[src/rtl/mc_pkg.sv]
// Shared types and encodings for the multicycle RV32I main controller.
package mc_pkg;

  // Controller states; 4-bit encoding leaves five codes unused.
  typedef enum logic [3:0] {
    S_FETCH    = 4'd0,
    S_DECODE   = 4'd1,
    S_MEMADR   = 4'd2,
    S_MEMREAD  = 4'd3,
    S_MEMWB    = 4'd4,
    S_MEMWRITE = 4'd5,
    S_EXECR    = 4'd6,
    S_EXECI    = 4'd7,
    S_ALUWB    = 4'd8,
    S_BEQ      = 4'd9,
    S_JAL      = 4'd10
  } state_t;

  // Supported opcodes (instr[6:0]).
  localparam logic [6:0] OP_LW  = 7'b0000011;
  localparam logic [6:0] OP_SW  = 7'b0100011;
  localparam logic [6:0] OP_R   = 7'b0110011;
  localparam logic [6:0] OP_I   = 7'b0010011;
  localparam logic [6:0] OP_BEQ = 7'b1100011;
  localparam logic [6:0] OP_JAL = 7'b1101111;

  // ALUOp handed to the ALU decoder.
  localparam logic [1:0] ALU_ADD   = 2'b00;
  localparam logic [1:0] ALU_SUB   = 2'b01;
  localparam logic [1:0] ALU_FUNCT = 2'b10;

  // Result mux select.
  localparam logic [1:0] RES_ALUOUT    = 2'b00;
  localparam logic [1:0] RES_DATA      = 2'b01;
  localparam logic [1:0] RES_ALURESULT = 2'b10;

  // ALU operand A select.
  localparam logic [1:0] SRCA_PC    = 2'b00;
  localparam logic [1:0] SRCA_OLDPC = 2'b01;
  localparam logic [1:0] SRCA_RS1   = 2'b10;

  // ALU operand B select.
  localparam logic [1:0] SRCB_RS2  = 2'b00;
  localparam logic [1:0] SRCB_IMM  = 2'b01;
  localparam logic [1:0] SRCB_FOUR = 2'b10;

  // Immediate format select.
  localparam logic [1:0] IMM_I = 2'b00;
  localparam logic [1:0] IMM_S = 2'b01;
  localparam logic [1:0] IMM_B = 2'b10;
  localparam logic [1:0] IMM_J = 2'b11;

endpackage

[src/rtl/imm_src_dec.sv]
// Immediate-format decoder: selects the extender format from the opcode alone.
module imm_src_dec
  import mc_pkg::*;
(
  input  logic [6:0] op,
  output logic [1:0] imm_src
);

  // Opcode to immediate format; unknown opcodes fall back to I-type.
  always_comb begin
    // NOTE: a default before the case keeps every path assigned, so no latch is inferred.
    imm_src = IMM_I;
    case (op)
      OP_LW,
      OP_I:    imm_src = IMM_I;
      OP_SW:   imm_src = IMM_S;
      OP_BEQ:  imm_src = IMM_B;
      OP_JAL:  imm_src = IMM_J;
      default: imm_src = IMM_I;
    endcase
  end

endmodule

[src/rtl/mc_controller.sv]
// Multicycle main controller: Moore FSM sequencing fetch/decode/execute/
// memory/writeback, with a mem_ready handshake stalling memory states.
module mc_controller
  import mc_pkg::*;
(
  input  logic       clk,
  input  logic       rst_n,
  input  logic [6:0] op,
  input  logic       zero,
  input  logic       mem_ready,
  output logic       pc_write,
  output logic       adr_src,
  output logic       mem_write,
  output logic       ir_write,
  output logic       reg_write,
  output logic [1:0] result_src,
  output logic [1:0] alu_src_a,
  output logic [1:0] alu_src_b,
  output logic [1:0] alu_op,
  output logic [1:0] imm_src,
  output logic       illegal_instr,
  output logic       instr_done
);

  state_t state_q, state_d;

  // Raw enables before reset gating.
  logic pc_write_r, mem_write_r, ir_write_r, reg_write_r;
  logic illegal_r, done_r;

  imm_src_dec u_imm_src_dec (
    .op      (op),
    .imm_src (imm_src)
  );

  // State register; asynchronous reset aborts any instruction in flight.
  always_ff @(posedge clk or negedge rst_n) begin
    if (!rst_n) begin
      state_q <= S_FETCH;
    end else begin
      // NOTE: non-blocking assignment so every flop samples pre-edge values.
      state_q <= state_d;
    end
  end

  // Next-state decode; op is only consulted in DECODE and MEMADR.
  always_comb begin
    state_d = state_q;
    unique case (state_q)
      S_FETCH:    state_d = mem_ready ? S_DECODE : S_FETCH;
      S_DECODE: begin
        case (op)
          OP_LW, OP_SW: state_d = S_MEMADR;
          OP_R:         state_d = S_EXECR;
          OP_I:         state_d = S_EXECI;
          OP_BEQ:       state_d = S_BEQ;
          OP_JAL:       state_d = S_JAL;
          default:      state_d = S_FETCH;
        endcase
      end
      S_MEMADR: begin
        if (op == OP_LW)      state_d = S_MEMREAD;
        else if (op == OP_SW) state_d = S_MEMWRITE;
        else                  state_d = S_FETCH;
      end
      S_MEMREAD:  state_d = mem_ready ? S_MEMWB : S_MEMREAD;
      S_MEMWB:    state_d = S_FETCH;
      S_MEMWRITE: state_d = mem_ready ? S_FETCH : S_MEMWRITE;
      S_EXECR,
      S_EXECI,
      S_JAL:      state_d = S_ALUWB;
      S_ALUWB,
      S_BEQ:      state_d = S_FETCH;
      default:    state_d = S_FETCH;
    endcase
  end

  // Output decode from state plus the mem_ready/zero/op qualifiers.
  always_comb begin
    pc_write_r  = 1'b0;
    mem_write_r = 1'b0;
    ir_write_r  = 1'b0;
    reg_write_r = 1'b0;
    illegal_r   = 1'b0;
    done_r      = 1'b0;
    adr_src     = 1'b0;
    result_src  = RES_ALUOUT;
    alu_src_a   = SRCA_PC;
    alu_src_b   = SRCB_RS2;
    alu_op      = ALU_ADD;
    unique case (state_q)
      S_FETCH: begin
        result_src = RES_ALURESULT;
        alu_src_b  = SRCB_FOUR;
        ir_write_r = mem_ready;
        pc_write_r = mem_ready;
      end
      S_DECODE: begin
        alu_src_a = SRCA_OLDPC;
        alu_src_b = SRCB_IMM;
        case (op)
          OP_LW, OP_SW, OP_R, OP_I, OP_BEQ, OP_JAL: illegal_r = 1'b0;
          default:                                  illegal_r = 1'b1;
        endcase
      end
      S_MEMADR: begin
        alu_src_a = SRCA_RS1;
        alu_src_b = SRCB_IMM;
      end
      S_MEMREAD: adr_src = 1'b1;
      S_MEMWB: begin
        result_src  = RES_DATA;
        reg_write_r = 1'b1;
        done_r      = 1'b1;
      end
      S_MEMWRITE: begin
        adr_src     = 1'b1;
        mem_write_r = 1'b1;
        done_r      = mem_ready;
      end
      S_EXECR: begin
        alu_src_a = SRCA_RS1;
        alu_op    = ALU_FUNCT;
      end
      S_EXECI: begin
        alu_src_a = SRCA_RS1;
        alu_src_b = SRCB_IMM;
        alu_op    = ALU_FUNCT;
      end
      S_ALUWB: begin
        reg_write_r = 1'b1;
        done_r      = 1'b1;
      end
      S_BEQ: begin
        alu_src_a  = SRCA_RS1;
        alu_op     = ALU_SUB;
        pc_write_r = zero;
        done_r     = 1'b1;
      end
      S_JAL: begin
        alu_src_a  = SRCA_OLDPC;
        alu_src_b  = SRCB_FOUR;
        pc_write_r = 1'b1;
      end
      default: ;
    endcase
  end

  // Enables are held off while reset is asserted; selects already show
  // FETCH values because the state register is forced to FETCH.
  assign pc_write      = pc_write_r  & rst_n;
  assign mem_write     = mem_write_r & rst_n;
  assign ir_write      = ir_write_r  & rst_n;
  assign reg_write     = reg_write_r & rst_n;
  assign illegal_instr = illegal_r   & rst_n;
  assign instr_done    = done_r      & rst_n;

endmodule

[config.mk]
export PLATFORM = sky130hd
export DESIGN_NAME = mc_controller
export DESIGN_NICKNAME = d
export VERILOG_FILES = /design/src/rtl/mc_pkg.sv /design/src/rtl/imm_src_dec.sv /design/src/rtl/mc_controller.sv
export SDC_FILE = /design/constraint.sdc
export NUM_CORES = 1
export LEC_CHECK = 0
export ABC_CLOCK_PERIOD_IN_PS = 2050
export CORE_MARGIN = 2
export CORE_UTILIZATION = 41
export DETAILED_ROUTE_END_ITERATION = 8
export GPL_TIMING_DRIVEN = 0
export PLACE_DENSITY = 0.86
export SETUP_SLACK_MARGIN = 0.02
export SLEW_MARGIN = 0
export SYNTH_ARGS = -nofsm -noshare
export SYNTH_HDL_FRONTEND = slang
export SYNTH_SLANG_ARGS = --single-unit
[constraint.sdc]
create_clock -name clk -period 2.05 [get_ports clk]
set_input_delay 0.41 -clock clk [delete_from_list [all_inputs] [get_ports clk]]
set_output_delay 0.41 -clock clk [all_outputs]
set_load 0.02 [all_outputs]
# After elaboration in Yosys (flattened, before gate mapping)
# Cells that the tools add are included.
dict set report word_totals {
  regBits 4
  latch_bits 0
  ram_bits 0
  romBits 0
  inputBits 11
  out_inout_bits 17
  wordCells 55
  mem_count 0
}
dict set report op_classes {
  addsub 0
  multipliers 0
  div_mod_pow 0
  order_cmp 0
  n_eq_ne 16
  n_shift 0
  muxes 20
  bitwise_logic 6
  reduce_logical 12
}
# operator n
set ops {}
lappend ops {{case mux 4 bit (6 select lines)} 1}
lappend ops {{case mux 4 bit (5 select lines)} 1}
lappend ops {{== test 4 x 3 -> 1 bit (second input constant)} 4}
lappend ops {{case mux 2 bit (2 select lines)} 4}
lappend ops {{== test 7 x 6 -> 1 bit (second input constant)} 2}
lappend ops {{== test 7 bit (second input constant)} 2}
lappend ops {{== test 4 bit (second input constant)} 3}
lappend ops {{two-way mux 3 bit} 4}
lappend ops {{OR reduction 2 bit} 6}
lappend ops {{OR reduction 3 bit} 3}
lappend ops {{== test 4 x 2 -> 1 bit (second input constant)} 2}
lappend ops {{== test 7 x 2 -> 1 bit (second input constant)} 1}
lappend ops {{== test 7 x 5 -> 1 bit (second input constant)} 1}
lappend ops {{two-way mux 1 bit} 7}
lappend ops {{bitwise AND 1 bit} 6}
lappend ops {{case mux 2 bit (3 select lines)} 1}
lappend ops {{OR reduction 6 bit} 1}
lappend ops {{== test 4 x 1 -> 1 bit (second input constant)} 1}
lappend ops {{zero test 4 bit} 1}
lappend ops {{OR reduction 4 bit} 1}
lappend ops {{case mux 1 bit (3 select lines)} 1}
lappend ops {{case mux 1 bit (2 select lines)} 1}

# Longest topological paths before layout
dict set report depth {
  word_depth 5
  ltp_mapped 5
}

# Hierarchy
# From an unflattened synthesis, not the netlist that was laid out.
dict set report unflattened {
  hier_cells 79
  hier_area_um2 585.6
}
# mod n_inst cells_per_inst area_each_um2 seq_area_each_um2
set by_module_without_submodules {}
lappend by_module_without_submodules {mc_controller 1 73 541.8 100.1}
lappend by_module_without_submodules {imm_src_dec 1 6 43.8 0.0}

# Least setup slack after synthesis
# No wires, ideal clock.
dict set report synth_timing {
  path_kind {in2out}
  start {input port op[5]}
  end {output port illegal_instr}
  arrival_time_ps 1630
  t_required_ps 1640
  path_slack_ps 10
  cell_stages 4
  n_path_buf 0
  path_cell_list {nor2b_1 -> and3_1 -> and3_1 -> nor4_1}
}
dict set report synth_between {
  elab_chain_cells 5
  word_cells_on_any_way 10
}
# element line
set synth_rtl {}
lappend synth_rtl {{from (decl)} mc_controller.sv:8} ;# input logic [6:0] op,
lappend synth_rtl {{== test 7 x 2 -> 1 bit (tied with other cells)} mc_controller.sv:101} ;# case (op)
lappend synth_rtl {{OR reduction 6 bit (*)} mc_controller.sv:101}
lappend synth_rtl {{two-way mux 1 bit (*)} mc_controller.sv:101}
lappend synth_rtl {{two-way mux 1 bit (*)} mc_controller.sv:91} ;# unique case (state_q)
lappend synth_rtl {{bitwise AND 1 bit (*)} mc_controller.sv:155} ;# assign illegal_instr = illegal_r & rst_n;
lappend synth_rtl {{to (decl)} mc_controller.sv:21} ;# output logic illegal_instr,
# Every way passes the cells marked *; elsewhere a longest branch is shown, timed or not.

# Final worst setup path
dict set report layout_timing {
  start {input port op[1]}
  end {output port illegal_instr}
}
# The elaborated chain is that of the path after synthesis.

==> results.sh <==
export IMPL_wl_per_cell_um=14.8
export IMPL_ys_types=32
export IMPL_synth_area_um2=536
export IMPL_p_sw_mw=0.113
export IMPL_r2r_end="state_q[0]"
export IMPL_syn_inst=76
export IMPL_syn_nets=87
export IMPL_antenna_found_initial=0
export IMPL_r2r_start="state_q[1]"
export IMPL_path_clk_slew_ns=0.04
export IMPL_finalHoldViolCount=0
export IMPL_largest_register="state_q"
export IMPL_fin_hold_ws_ns=0.152
export IMPL_place_area_um2=831
export IMPL_stdcell_area_um2=873
export IMPL_numCtsBuffers=3
export IMPL_gp_congestion=0.869
export IMPL_synth_top_area_share_pct=18.7
export IMPL_rows=13
export IMPL_totalWireLength_um=1830
export IMPL_clock_path_buffers=2
export IMPL_reg2reg_depth=5
export IMPL_reg2reg_slack_ns=0.54
export IMPL_dieArea_um2=1610
export IMPL_netlist_top_cells_count="10 x nor2_1, 8 x nor3_1, 5 x nand2_1"
export IMPL_drt_first_iter_violations=38
export IMPL_grt_pass1_wl_um=2450
export IMPL_hold_path_class="primary input to async pin"
export IMPL_rsz0062_at_grt="false"
export IMPL_wirelength_met1_um=687
export IMPL_cpPeakStageDelay_ns=0.49
export IMPL_ys_ff_latch=4
export IMPL_p_comb_share_pct=41.0
export IMPL_pin_count=28
export IMPL_largestRegisters="state_q: 4 flops"
export IMPL_power_density_nw_per_um2=360
export IMPL_drt_first_pass_iters=5
export IMPL_via_per_inst=6.00
export IMPL_timing_max_transition_violations_final=0
export IMPL_nNetsFinal=122
export IMPL_pre_cts_slack_ns=-0.634
export IMPL_cts_root_buf="clkbuf_4"
export IMPL_setup_ws_ns=0.0964
export IMPL_fin_total_pwr_mw=0.315
export IMPL_max_freq_mhz=512
export IMPL_slew_headroom_pct=79.6
export IMPL_critPathRequiredTime_ns=1.64
export IMPL_internal_power_mw=0.201
export IMPL_track_usage_pct=23.2
export IMPL_worst_pin_slew_ns=0.303
export IMPL_drive_gt1_share_pct=25.7
export IMPL_regArea_um2=100
export IMPL_crit_type="primary input to output port"
export IMPL_core_region_area_um2=1250
export IMPL_cts_tree="built"
export IMPL_synth_top_cell_by_area="dfrtp_1"
export IMPL_die_x_um=40.1
export IMPL_p_seq_share_pct=27.2
export IMPL_clk_latency_ns=0.25
export IMPL_crit_fanout=5
export IMPL_outcome="finished clean"
export IMPL_async_flop_share_pct=100
export IMPL_diodes=0
export IMPL_synth_area_leaders="dfrtp_1 19%, nor3_1 7.5%, nor2_1 7.0%, nand2b_4 5.1%, and3_1 4.7%"
export IMPL_hold_buffers=0
export IMPL_synth_edf_count=0
export IMPL_sw_frac_of_total_pct=36.0
export IMPL_synth_ff_type="dfrtp_1"
export IMPL_grt_pass1_vias=598
export IMPL_setup_viol=0
export IMPL_grt_max_degree=11
export IMPL_ys_seq_area_share_pct=18.7
export IMPL_finalCritPeriodShare_pct=95.3
export IMPL_dr_wl_met3_um=162
export IMPL_fin_skew_ns=0.00462
export IMPL_irDropWorstVdd_mv=0.194
export IMPL_clock_sinks=4
export IMPL_period_minus_slack_ns=1.95
export IMPL_cp_start_kind="primary input"
export IMPL_cp_cell_sequence="clkdlybuf4s50_1, nand3b_1, nor3_4, nor4_2, buf_2"
export IMPL_ys_warn_count=0
export IMPL_end_kind="output port"
export IMPL_area_growth_pct=63.1
export IMPL_p_clk_share_pct=31.8
export IMPL_overflow=0
export IMPL_postRouteAntennaNets=0
export IMPL_crit_arrival_ns=1.54
export IMPL_largest_reg_flops=4
export IMPL_cp_slowest_cell="clkdlybuf4s50_1"
export IMPL_top_layer="met4"
export IMPL_initial_core_util_pct=42.8
export IMPL_post_route_util_pct=69.7
export IMPL_route_detailed_drc=0
export IMPL_htree_levels=1
export IMPL_synth_avg_cell_area_um2=7.05
export IMPL_wl_met2_um=938
export IMPL_die_h_um=40.1
export IMPL_fillerInstances=111
export IMPL_max_cap_violations=0
export IMPL_via_count=744
export IMPL_p_leak_nw=0.421
export IMPL_io_buffers=27
export IMPL_dp_hpwl_um=1290
export IMPL_yosysMostFrequentCell="nor2_1"
export IMPL_multi_input_area_um2=443
[routing by layer]
metal | track usage, % | vias to the layer above
met4 | 9.48 | 0
met3 | 5.56 | 7
li1 | - | 346
met2 | 41.1 | 46
met1 | 26.2 | 345
met5 | 0 | -
[layout by cell type (no fill, tap or decap), types with 2 or more instances in the layout]
cell type / n
dlygate4sd2_1: 17
nor2_1: 9
nor3_1: 7
nand2_1: 5
nand3_1: 4
a21oi_1: 4
buf_2: 4
buf_4: 4
dfrtp_1: 4
buf_6: 3
inv_1: 3
clkbuf_2: 3
clkbuf_4: 3
clkdlybuf4s50_1: 3
and3_4: 2
nand2b_4: 2
nand2b_1: 2
o22ai_1: 2
nor2_4: 2
a41oi_1: 2
o21ai_0: 2
nand4_1: 2
xnor2_1: 2
and3_1: 2
[power groups by stage]
stage,registers [mW],clock network (mW),logic [mW]
floorplan,0.0859,0,0.0685
global placement,0.0867,0,0.131
detailed placement,0.0866,0,0.134
CTS,0.0857,0.0959,0.125
global route,0.0858,0.105,0.136
finish,0.0856,0.100,0.129
[worst max path at each step]
| stage | start | end | slack [ns] | cells after the start |
|---|---|---|---|---|
| 2_1_floorplan | state_q[3] | instr_done | 0.23 | 4 |
| 3_3_place_gp | op[2] | illegal_instr | -0.60 | 5 |
| 3_5_place_dp | op[2] | illegal_instr | -0.63 | 5 |
| 4_1_cts | op[0] | illegal_instr | 0.04 | 5 |
| 5_1_grt | op[1] | illegal_instr | 0.02 | 5 |
| 6_report | op[1] | illegal_instr | 0.1 | 5 |
[cells by family after synthesis]
logic type	count (synthesis)	share of synthesized area [%]
xor gates and xnor gates	2	3.27
buffers and inverters	7	7.24
and+or+nand+nor	48	52.3
AOI/OAI and AO/OA	15	18.5
DFF	4	18.7
[timing repair]
action	4_1_cts	5_1_grt
gates resized for setup	52	10
buffers inserted	2	1
endpoints found under the hold margin	0	0
pin swaps	0	0
endpoints found under the setup margin	17	6
[stage by stage]
stage               TNS [ns]  instances
global placement       -3.32        118
global route               0        124
detailed placement     -3.42        118
CTS                        0        123
finish                     0        124
floorplan                  0         76
[worst max-delay path, delay by kind of cell]
family / cells / cell delay [ns]
and+or+nand+nor: 3 / 0.47
buffers and inverters: 2 / 0.65
[area by class of cell]
type                       count  share of cell area, %
buffer                         4                   4.44
clock buffer                   3                   2.58
inverter                       3                   1.29
multi-input combinational     65                   50.7
sequential                     4                   11.5
tap                           15                   2.15
timing repair buffer          30                   27.4
Power figures use the tool's default switching activity.
